### src/rtl/fp_pkg.sv
// Shared single-precision FP definitions: rounding modes, status bit
// positions, special encodings and the iterative divider state set.
package fp_pkg;

  localparam logic [2:0] RND_NEAR    = 3'd0;
  localparam logic [2:0] RND_ZERO    = 3'd1;
  localparam logic [2:0] RND_PINF    = 3'd2;
  localparam logic [2:0] RND_NINF    = 3'd3;
  localparam logic [2:0] RND_NEAR_UP = 3'd4;
  localparam logic [2:0] RND_AWAY    = 3'd5;

  localparam int ST_ZERO    = 0;
  localparam int ST_INF     = 1;
  localparam int ST_NAN     = 2;
  localparam int ST_TINY    = 3;
  localparam int ST_HUGE    = 4;
  localparam int ST_INEXACT = 5;
  localparam int ST_DIVZ    = 6;

  localparam int          BIAS       = 127;
  localparam logic [31:0] CANON_NAN  = 32'h7FC0_0000;
  localparam logic [31:0] MAX_NORMAL = 32'h7F7F_FFFF;
  localparam logic [31:0] POS_INF    = 32'h7F80_0000;

  typedef enum logic [1:0] {IDLE, PREP, DIV, RND} state_t;

endpackage

### src/rtl/fp_div_core.sv
// Radix-2 restoring mantissa divider: one quotient bit per clock, MSB first.
// The dividend must already be pre-normalised so the quotient lies in [1,2).
module fp_div_core
  import fp_pkg::*;
#(
  parameter int QBITS = 25
) (
  input  logic             clk,
  input  logic             load,
  input  logic [24:0]      dividend,
  input  logic [23:0]      divisor,
  output logic [QBITS-1:0] quotient,
  output logic             sticky
);

  logic [24:0] rem_p0;
  logic [23:0] dvs_p0;
  logic        ge;
  logic [24:0] rem_sel;

  // Trial subtraction; the remainder is kept only when it does not go negative.
  always_comb begin
    ge      = (rem_p0 >= {1'b0, dvs_p0});
    rem_sel = ge ? (rem_p0 - {1'b0, dvs_p0}) : rem_p0;
  end

  // Iteration register: load operands, then shift in one quotient bit per cycle.
  always_ff @(posedge clk) begin
    if (load) begin
      rem_p0   <= dividend;
      dvs_p0   <= divisor;
      quotient <= '0;
    end else begin
      rem_p0   <= rem_sel << 1;
      quotient <= {quotient[QBITS-2:0], ge};
    end
  end

  // A shifted remainder is non-zero exactly when the true remainder is.
  assign sticky = |rem_p0;

endmodule

### src/rtl/fp_div_iter.sv
// Iterative IEEE-754 single-precision divider z = a / b behind a
// start/busy/done handshake; fixed 27-cycle latency from accepted start.
module fp_div_iter
  import fp_pkg::*;
#(
  parameter int QBITS = 25
) (
  input  logic        clk,
  input  logic        rst,
  input  logic        start,
  input  logic [31:0] a,
  input  logic [31:0] b,
  input  logic [2:0]  rnd,
  output logic        busy,
  output logic        done,
  output logic [31:0] z,
  output logic [7:0]  status
);

  function automatic logic round_up(input logic [2:0] mode, input logic sgn,
                                    input logic l, input logic g, input logic s);
    case (mode)
      RND_NEAR:    round_up = g & (l | s);
      RND_ZERO:    round_up = 1'b0;
      RND_PINF:    round_up = (g | s) & ~sgn;
      RND_NINF:    round_up = (g | s) & sgn;
      RND_NEAR_UP: round_up = g;
      RND_AWAY:    round_up = g | s;
      default:     round_up = g & (l | s);
    endcase
  endfunction

  function automatic logic [31:0] ovf_result(input logic [2:0] mode, input logic sgn);
    logic to_inf;
    case (mode)
      RND_ZERO: to_inf = 1'b0;
      RND_PINF: to_inf = ~sgn;
      RND_NINF: to_inf = sgn;
      default:  to_inf = 1'b1;
    endcase
    ovf_result = to_inf ? {sgn, POS_INF[30:0]} : {sgn, MAX_NORMAL[30:0]};
  endfunction

  state_t state, state_nx;
  logic [4:0] cnt, cnt_nx;
  logic       accept, load, fin;

  logic [31:0] a_p0, b_p0;
  logic [2:0]  rnd_p0;

  logic               sgn;
  logic signed [9:0]  exp_pre, exp_adj;
  logic [24:0]        dividend;
  logic [23:0]        divisor;
  logic               spec;
  logic [31:0]        spec_z;
  logic [7:0]         spec_st;

  logic               sgn_p1;
  logic signed [9:0]  exp_p1;
  logic               spec_p1;
  logic [31:0]        spec_z_p1;
  logic [7:0]         spec_st_p1;

  logic [QBITS-1:0]   quot;
  logic               sticky;

  logic [24:0]        mant_r;
  logic signed [9:0]  exp_r;
  logic               up, inexact;
  logic [31:0]        z_nx;
  logic [7:0]         st_nx;

  fp_div_core #(.QBITS(QBITS)) u_core (
    .clk      (clk),
    .load     (load),
    .dividend (dividend),
    .divisor  (divisor),
    .quotient (quot),
    .sticky   (sticky)
  );

  // Control: state, iteration counter and the registered result/handshake.
  always_ff @(posedge clk or negedge rst) begin
    if (!rst) begin
      state  <= IDLE;
      cnt    <= '0;
      done   <= 1'b0;
      z      <= '0;
      status <= '0;
    end else begin
      state <= state_nx;
      cnt   <= cnt_nx;
      done  <= fin;
      if (fin) begin
        z      <= z_nx;
        status <= st_nx;
      end
    end
  end

  // Next-state and handshake decode.
  always_comb begin
    state_nx = state;
    cnt_nx   = cnt;
    accept   = 1'b0;
    load     = 1'b0;
    fin      = 1'b0;
    busy     = 1'b0;
    case (state)
      IDLE: begin
        if (start) begin
          accept   = 1'b1;
          state_nx = PREP;
        end
      end
      PREP: begin
        load     = 1'b1;
        cnt_nx   = '0;
        state_nx = DIV;
      end
      DIV: begin
        busy   = 1'b1;
        cnt_nx = cnt + 5'd1;
        if (cnt == 5'(QBITS - 1)) state_nx = RND;
      end
      RND: begin
        busy     = 1'b1;
        fin      = 1'b1;
        state_nx = IDLE;
      end
      default: state_nx = IDLE;
    endcase
  end

  // ---- stage p0: operand capture on accepted start ----
  always_ff @(posedge clk) begin
    if (accept) begin
      a_p0   <= a;
      b_p0   <= b;
      rnd_p0 <= rnd;
    end
  end

  // Unpack, classify (denormals flush to zero) and pre-normalise the dividend.
  always_comb begin
    logic [7:0]  ea, eb;
    logic [23:0] ma, mb;
    logic        a_zero, b_zero, a_inf, b_inf, a_nan, b_nan;
    ea      = a_p0[30:23];
    eb      = b_p0[30:23];
    ma      = {1'b1, a_p0[22:0]};
    mb      = {1'b1, b_p0[22:0]};
    a_zero  = (ea == 8'd0);
    b_zero  = (eb == 8'd0);
    a_inf   = (ea == 8'hFF) && (a_p0[22:0] == 23'd0);
    b_inf   = (eb == 8'hFF) && (b_p0[22:0] == 23'd0);
    a_nan   = (ea == 8'hFF) && (a_p0[22:0] != 23'd0);
    b_nan   = (eb == 8'hFF) && (b_p0[22:0] != 23'd0);
    sgn     = a_p0[31] ^ b_p0[31];
    exp_pre = $signed({2'b00, ea}) - $signed({2'b00, eb}) + $signed(10'(BIAS));
    divisor = mb;
    if (ma < mb) begin
      dividend = {ma, 1'b0};
      exp_adj  = exp_pre - 10'sd1;
    end else begin
      dividend = {1'b0, ma};
      exp_adj  = exp_pre;
    end
    spec    = 1'b1;
    spec_z  = '0;
    spec_st = '0;
    if (a_nan || b_nan || (a_zero && b_zero) || (a_inf && b_inf)) begin
      spec_z          = CANON_NAN;
      spec_st[ST_NAN] = 1'b1;
    end else if (a_inf) begin
      spec_z          = {sgn, POS_INF[30:0]};
      spec_st[ST_INF] = 1'b1;
    end else if (b_zero) begin
      spec_z           = {sgn, POS_INF[30:0]};
      spec_st[ST_INF]  = 1'b1;
      spec_st[ST_DIVZ] = 1'b1;
    end else if (a_zero || b_inf) begin
      spec_z           = {sgn, 31'd0};
      spec_st[ST_ZERO] = 1'b1;
    end else begin
      spec = 1'b0;
    end
  end

  // ---- stage p1: classification and exponent registered at end of PREP ----
  always_ff @(posedge clk) begin
    if (load) begin
      sgn_p1     <= sgn;
      exp_p1     <= exp_adj;
      spec_p1    <= spec;
      spec_z_p1  <= spec_z;
      spec_st_p1 <= spec_st;
    end
  end

  // Round the quotient, then resolve overflow, underflow and special overrides.
  always_comb begin
    up      = round_up(rnd_p0, sgn_p1, quot[1], quot[0], sticky);
    inexact = quot[0] | sticky;
    mant_r  = {1'b0, quot[QBITS-1:1]} + {24'd0, up};
    exp_r   = exp_p1 + (mant_r[24] ? 10'sd1 : 10'sd0);
    z_nx    = '0;
    st_nx   = '0;
    if (spec_p1) begin
      z_nx  = spec_z_p1;
      st_nx = spec_st_p1;
    end else if (exp_r > 10'sd254) begin
      z_nx               = ovf_result(rnd_p0, sgn_p1);
      st_nx[ST_HUGE]     = 1'b1;
      st_nx[ST_INEXACT]  = 1'b1;
      st_nx[ST_INF]      = (z_nx[30:0] == POS_INF[30:0]);
    end else if ((exp_r < 10'sd1) || !(mant_r[24] | mant_r[23])) begin
      // A quotient without its leading one cannot be packed; treat it as underflow.
      z_nx               = {sgn_p1, 31'd0};
      st_nx[ST_TINY]     = 1'b1;
      st_nx[ST_INEXACT]  = 1'b1;
      st_nx[ST_ZERO]     = 1'b1;
    end else begin
      z_nx               = {sgn_p1, exp_r[7:0], mant_r[22:0]};
      st_nx[ST_INEXACT]  = inexact;
    end
  end

endmodule

### config.mk
export PLATFORM = sky130hd
export DESIGN_NAME = fp_div_iter
export DESIGN_NICKNAME = d
export VERILOG_FILES = /design/src/rtl/fp_pkg.sv /design/src/rtl/fp_div_core.sv /design/src/rtl/fp_div_iter.sv
export SDC_FILE = /design/constraint.sdc
export NUM_CORES = 1
export LEC_CHECK = 0
export CORE_ASPECT_RATIO = 2
export CORE_MARGIN = 3
export CORE_UTILIZATION = 45
export CTS_CLUSTER_DIAMETER = 100
export CTS_CLUSTER_SIZE = 25
export DETAILED_ROUTE_END_ITERATION = 6
export GPL_TIMING_DRIVEN = 0
export PLACE_DENSITY = 0.66
export SLEW_MARGIN = 0
export SYNTH_ARGS = -nofsm -noshare
export SYNTH_HDL_FRONTEND = slang
export SYNTH_SLANG_ARGS = --single-unit
### constraint.sdc
create_clock -name clk -period 13.5 [get_ports clk]
set_clock_uncertainty 0.05 [all_clocks]
set_input_delay 2.7 -clock clk [delete_from_list [all_inputs] [get_ports clk]]
set_output_delay 2.7 -clock clk [all_outputs]
set_load 0.005 [all_outputs]
Yosys cells after proc, flatten, opt, wreduce, memory -nomap -nowiden

Cells that the tools add are included.
Widths: inputs -> output; s select.

Flip-flop bits (word level): 236
Bits in latches: 0
Memory bits (writable): 0
ROM bits: 0
Bits of input ports: 70
Word-level logic and storage cells: 120
Memories: 0

Add/sub/neg operators: 7
Multipliers: 0
Div/mod/pow operators: 0
Order comparisons: 4
Eq/ne operators: 14
Shift-type cells: 0
Muxes and demuxes: 39
Bitwise logic cells: 9
Reductions and logical operators: 26

Operator list:

| operator              | count |
|---|---|
| $mux 32               | 4 |
| $mux 31               | 2 |
| $mux 25               | 2 |
| $mux 24               | 2 |
| $logic_not 23->1      | 2 |
| $reduce_bool 23->1    | 2 |
| $eq 31x31->1 const B  | 1 |
| $add 24x1->25         | 1 |
| $ge 25x24->1          | 1 |
| $reduce_or 25->1      | 1 |
| $lt 24x24->1          | 1 |
| $sub 24x24->24        | 1 |
| $mux 1                | 20 |
| $eq 8x8->1 const B    | 2 |
| $logic_not 8->1       | 2 |
| $add 10x2->10         | 1 |
| $add 9x8->10 const B  | 1 |
| $gt 10x9->1 const B   | 1 |
| $lt 10x2->1 const B   | 1 |
| $mux 10               | 1 |
| $pmux 5 s2            | 1 |
| $sub 10x2->10 const B | 1 |
| $sub 8x8->9           | 1 |
| $pmux 2 s4            | 1 |
| 24 further kinds      | 46 |

Depth between registers and ports, before layout

Depth in word-level cells: 14
Gate-level depth with buffers: 24
Gate-level depth less buffers: 22

Cells and area by module

Synthesis repeated with hierarchy kept, for this count alone.

Cell total of the unflattened synthesis: 1131
Area, all modules: 11339.6 um^2

Modules (own cells, without submodules):

| module      | times used | cells an instance | area an instance (um^2) |
|---|---|---|---|
| fp_div_iter | 1          | 740               | 7538.5 |
| fp_div_core | 1          | 391               | 3801.1 |

Least setup slack after synthesis

Ideal clock, no wire load.

Kind: input to register
Start: input port start
End: register a_p0[0], enable pin
Library setup time: 0.432 ns
Arrival time: 4.269 ns
Path slack: 8.748 ns
Stages on the path: 1
Buffers on the path: 0
Path through: and2_1

Word-level cells in the longest chain between the ends: 2

Ends and longest elaborated chain:

| what                   | RTL line           | RTL |
|---|---|---|
| start: declaration     | fp_div_iter.sv:10  | `input logic start,` |
| $mux 1                 | fp_div_iter.sv:112 | `if (start) begin` |
| $mux 1                 | fp_div_iter.sv:110 | `case (state)` |
| end signal: assignment | fp_div_iter.sv:139 | `a_p0 <= a;` |
| end: declaration       | fp_div_iter.sv:48  | `logic [31:0] a_p0, b_p0;` |

No other way between the ends.
A chain may end at the register's enable or synchronous reset.

Worst setup path in the final report

Start: register u_core.rem_p0[1]
End: register status[5]

Word-level cells in the longest chain between the ends: 12
Elaborated cells on any way between the ends: 18
Those cells by class: add/sub: 2; order compare: 2; mux: 5; bitwise: 6; reduce/logical: 3

Ends and longest elaborated chain:

| what                                  | RTL line           | RTL |
|---|---|---|
| start: declaration                    | fp_div_core.sv:16  | `logic [24:0] rem_p0;` |
| start signal: assignment              | fp_div_core.sv:30  | `rem_p0 <= dividend;` |
| start signal: assignment              | fp_div_core.sv:34  | `rem_p0 <= rem_sel << 1;` |
| $reduce_or 25->1 *                    | fp_div_core.sv:40  | `assign sticky = \|rem_p0;` |
| $or 1x1->1, on equally long branches  | -                  |  |
| $and 1x1->1, on equally long branches | -                  |  |
| $pmux 1 s5                            | fp_div_iter.sv:22  | `case (mode)` |
| $add 24x1->25                         | fp_div_iter.sv:206 | `mant_r = {1'b0, quot[QBITS-1:1]} + {24'd0, up};` |
| $mux 1                                | fp_div_iter.sv:207 | `exp_r = exp_p1 + (mant_r[24] ? 10'sd1 : 10'sd0);` |
| $add 10x2->10                         | fp_div_iter.sv:207 |  |
| $lt 10x2->1                           | fp_div_iter.sv:218 | `end else if ((exp_r < 10'sd1) \|\| !(mant_r[24] \| mant_r[23])) begin` |
| $logic_or 1x1->1                      | fp_div_iter.sv:218 |  |
| $mux 1                                | fp_div_iter.sv:218 |  |
| $mux 1 *                              | fp_div_iter.sv:213 | `end else if (exp_r > 10'sd254) begin` |
| $mux 3 *                              | fp_div_iter.sv:210 | `if (spec_p1) begin` |
| end signal: assignment                | fp_div_iter.sv:97  | `status <= st_nx;` |
| end: declaration                      | fp_div_iter.sv:17  | `output logic [7:0] status` |

Every way passes the cells marked *; elsewhere a longest branch is shown, timed or not.

==> qor.csv <==
stage;metric;value;unit
worst_setup_path;critical path's largest stage delay;0.53;ns
synth;Seq/Total Area, Yosys;0.4986;
timing;FMAX;170.3;MHz
place;routability cong.;0.9041;
timing;min Tclk post-route;5.871;ns
routing;first-iteration detailed-routing DRC count;407;
routing;Avg WL per Cell;17.80;um
synth;Ys Warns;0;
cts;clock tree buffer depth;3;
cts;Num CTS Buffers;12;
routing;antenna viol nets, final;0;
finish;Final Instance Count excl. Fillers;1446;
cts;Resize count post-CTS;0;
timing;fin crit share;0.4349;
floorplanning;IO Pins;112;
synth;cell taking the most area after synthesis;edfxtp_1;
synth;Cells after Synth;1027;
synth;EDFF count, synth;109;
worst_setup_path;crit start category;flop;
cts;CTS root buf;clkbuf_16;
routing;final WL;25740;um
cts;clock sinks;206;
timing;Max Slew Vio Count;0;
synth;fraction of registers with async set/reset;0.2282;
cts;H-tree depth;1;
worst_setup_path;Buf/Inv on CP;0;
timing;Final Worst Setup Slack;7.629;ns
cts;clock latency on the worst-skew pair;0.48;ns
routing;DRC;0;
timing;final hold vios;0;
floorplanning;Die ar.;26310;um2
floorplanning;Die Ht;226.4;um
pwr;Leak Pwr;5.128;nW
timing;unrepaired setup endpoints after global routing;false;
worst_setup_path;Worst path top cell family by delay;simple AND/OR/NAND/NOR gates;
pwr;peak supply drop;0.1415;mV
place;DP HPWL;20300;um
pwr;PD cells;225.0;nW/um2
timing;Worst-Margin Slew;0.8726;ns
synth;largest cells by area after synthesis;edfxtp_1 30%, dfrtp_1 11%, dfxtp_1 9.2%, ha_1 7.7%, a21oi_1 3.4%;
worst_setup_path;crit end category;flop;
worst_setup_path;Worst EP arrival;6.20;ns
routing;total iterations of the first detailed-routing run;5;
outcome;status;finished, final reports clean;
global_route;vias in the first global route;8208;
global_route;GR Util All Layers;0.1992;
run;Max Cap Viol;0;
worst_setup_path;slowest CP cell;nor4_1;
finish;Area Growth Syn to Fin;17.09;%
place;port buffer count;110;
worst_setup_path;CP cell instances;nor4_1 > nand2_1 > nor4_1 > nand4_1 > a211o_1 > a21oi_1 > nor3_1 > ha_1 > ha_1 > nand3_1 > or3_4 > nor3_1 > ha_1 > ha_1 > and3_1 > nand3_1 > xor2_1 > and3_1 > a41oi_1 > o211ai_1 > o41ai_1 > nand2_1;
synth;Synth Flop Type;edfxtp_1;
finish;ant diodes;0;
synth;post-synthesis register bit count;206;
floorplanning;DIE WIDTH;116.2;um
worst_setup_path;cell mode on critical path;ha_1;
floorplanning;starting density of the core;0.4570;
synth;Synth cell types;72;
place;Post-Place Worst Slack;7.475;ns
place;placed cells;1426;
finish;nets;1292;
finish;fraction of final layout cells sized beyond drive strength 1;0.05177;
timing;Slew HR;0.4182;
timing;Hold WS;0.4208;ns
global_route;largest net degree at the start of global routing;68;
synth;Synthesized Nets;1166;
worst_setup_path;CP required;13.82;ns
routing;Via density;5.600;
hold_path;Worst Hold Class;flop to flop;
cts;Clk pin slew, worst setup/hold paths;0.11;ns
global_route;global-route wire length before repair;41190;um
cts;CTS tree;yes;
synth;post-synth top area share;0.2994;
timing;setup_tns;0;ns
cts;Post-CTS Setup Bufs;0;
worst_setup_path;crit path max fanout;7;
cts;hold_buf cts;0;
global_route;grt ovf;0;
global_route;initial antenna violation count;0;
timing;Setup violations, final;0;
floorplanning;core footprint;23920;um2
synth;Mapped Area;10930;um2
routing;DR vias;8098;
finish;utilization after layout;0.5350;
worst_setup_path;Crit Path Category;flop to flop;
synth;Syn Area/Cell;10.64;um2
floorplanning;std cell rows;80;
-- per-stage QoR --
step           cell area, um2  power, mW
6_report                12800      2.880
5_1_grt                 12800      3.107
4_1_cts                 12800      2.901
3_5_place_dp            12430      2.503
3_3_place_gp            12390      2.480
2_1_floorplan           10930      2.052
-- synthesized netlist by cell type (12+ instances only) --
| cell type | n |
|---|---|
| a211oi_1 | 13 |
| a21o_1 | 16 |
| a21oi_1 | 74 |
| and3_1 | 14 |
| clkbuf_1 | 12 |
| dfrtp_1 | 47 |
| dfxtp_1 | 50 |
| edfxtp_1 | 109 |
| ha_1 | 67 |
| inv_1 | 81 |
| mux2i_1 | 26 |
| nand2_1 | 49 |
| nand3_1 | 35 |
| nand4_1 | 17 |
| nor2_1 | 67 |
| nor2b_1 | 29 |
| nor3_1 | 24 |
| nor4_1 | 21 |
| o21ai_0 | 39 |
| o2bb2ai_1 | 27 |
| xnor2_1 | 33 |
| xor2_1 | 25 |
-- placed cells by master, fill, tap and decap left out, types with 5 or more instances in the layout --
cell type / netlist / layout
nor3_1: 24 / 24
nand2b_1: 8 / 8
a21boi_0: 8 / 8
nand3_1: 35 / 35
nor4_1: 21 / 21
dfrtp_1: 47 / 47
inv_1: 81 / 81
mux2i_1: 26 / 26
a22o_1: 5 / 5
buf_4: 7 / 7
or4_1: 5 / 5
edfxtp_1: 109 / 109
buf_6: 6 / 6
buf_2: 6 / 7
a211oi_2: 6 / 6
nor2_1: 67 / 67
mux2_2: 5 / 5
o22ai_1: 6 / 6
nand4_1: 17 / 17
dfxtp_1: 50 / 50
o21ai_0: 39 / 39
nand2_1: 49 / 49
clkbuf_1: 12 / 18
a21oi_1: 74 / 74
ha_1: 67 / 66
a21o_1: 16 / 16
and3_1: 14 / 14
clkbuf_16: 0 / 13
clkdlybuf4s50_1: 0 / 109
o2bb2ai_1: 27 / 27
o211ai_1: 6 / 6
xnor2_1: 33 / 33
nor2b_1: 29 / 29
nor3b_1: 7 / 7
a211oi_1: 13 / 13
xor2_1: 25 / 25
o21a_1: 7 / 7
-- cell type report --
cell class,instances,area [um2]
Timing Repair Buffer,112,1136
Tap cell,287,359.1
Sequential cell,206,5450
Multi-Input combinational cell,705,4972
Clock inverter,1,20.02
Buffer,35,210.2
Inverter,81,304.0
Clock buffer,19,347.8
Fill cell,2177,11120
-- routing by layer --
metal | part of all wire | wire length [um] | vias up | global-route usage
li1 | - | - | 4013 | -
met1 | 0.35 | 9070 | 3824 | 0.1993
met2 | 0.57 | 14610 | 199 | 0.3974
met3 | 0.032 | 836 | 62 | 0.02030
met4 | 0.047 | 1219 | 0 | 0.08880
met5 | 0 | 0 | - | 0
-- flip-flops by register name, summed over array words and instances (netlist names), 7 cells and up --
signal           count
a_p0                32
b_p0                32
exp_p1              10
status               7
u_core.dvs_p0       23
u_core.quotient     25
u_core.rem_p0       25
z                   32
-- power breakdown --
group | total, mW | internal [mW] | leakage (nW) | switching (mW)
registers | 1.04 | 0.897 | 2.04 | 0.142
clock network | 0.387 | 0.183 | 0.177 | 0.204
logic | 1.45 | 0.645 | 2.91 | 0.810
-- final timing paths --
| check | from | to | slack, ns | cells past startpoint |
|---|---|---|---|---|
| min in group asynchronous | rst | cnt[4]$_DFFE_PN0P_ | 2.00 | 1 |
| worst min-delay path | b_p0[3]$_DFFE_PP_ | u_core.dvs_p0[3]$_DFFE_PP_ | 0.42 | 0 |
| worst min register to register | b_p0[3]$_DFFE_PP_ | u_core.dvs_p0[3]$_DFFE_PP_ | 0.42 | 0 |
| worst max-delay path | u_core.rem_p0[1]$_DFF_P_ | status[5]$_DFFE_PN0P_ | 7.63 | 22 |
| max in group asynchronous | rst | z[21]$_DFFE_PN0P_ | 10.92 | 2 |
| worst max register to register | u_core.rem_p0[1]$_DFF_P_ | status[5]$_DFFE_PN0P_ | 7.63 | 22 |
-- worst register-to-register path, cell delays in order (launching register included) --
cell	delay, ns
dfxtp_1	0.36
nor4_1	0.53
nand2_1	0.20
nor4_1	0.38
nand4_1	0.31
a211o_1	0.34
a21oi_1	0.14
nor3_1	0.06
ha_1	0.24
ha_1	0.26
nand3_1	0.17
or3_4	0.20
nor3_1	0.10
ha_1	0.25
ha_1	0.22
and3_1	0.18
nand3_1	0.09
xor2_1	0.09
and3_1	0.17
a41oi_1	0.43
o211ai_1	0.46
o41ai_1	0.45
nand2_1	0.08
-- cell families after synthesis --
logic type / share of synthesized area
other cells: 0.0003430
compound gates: 0.1575
mux: 0.02896
xor+xnor: 0.04647
simple gates: 0.1408
fa+ha+maj: 0.08035
flops: 0.4986
buf+inv: 0.04704
Note: power is estimated with default switching activity, not from simulation.
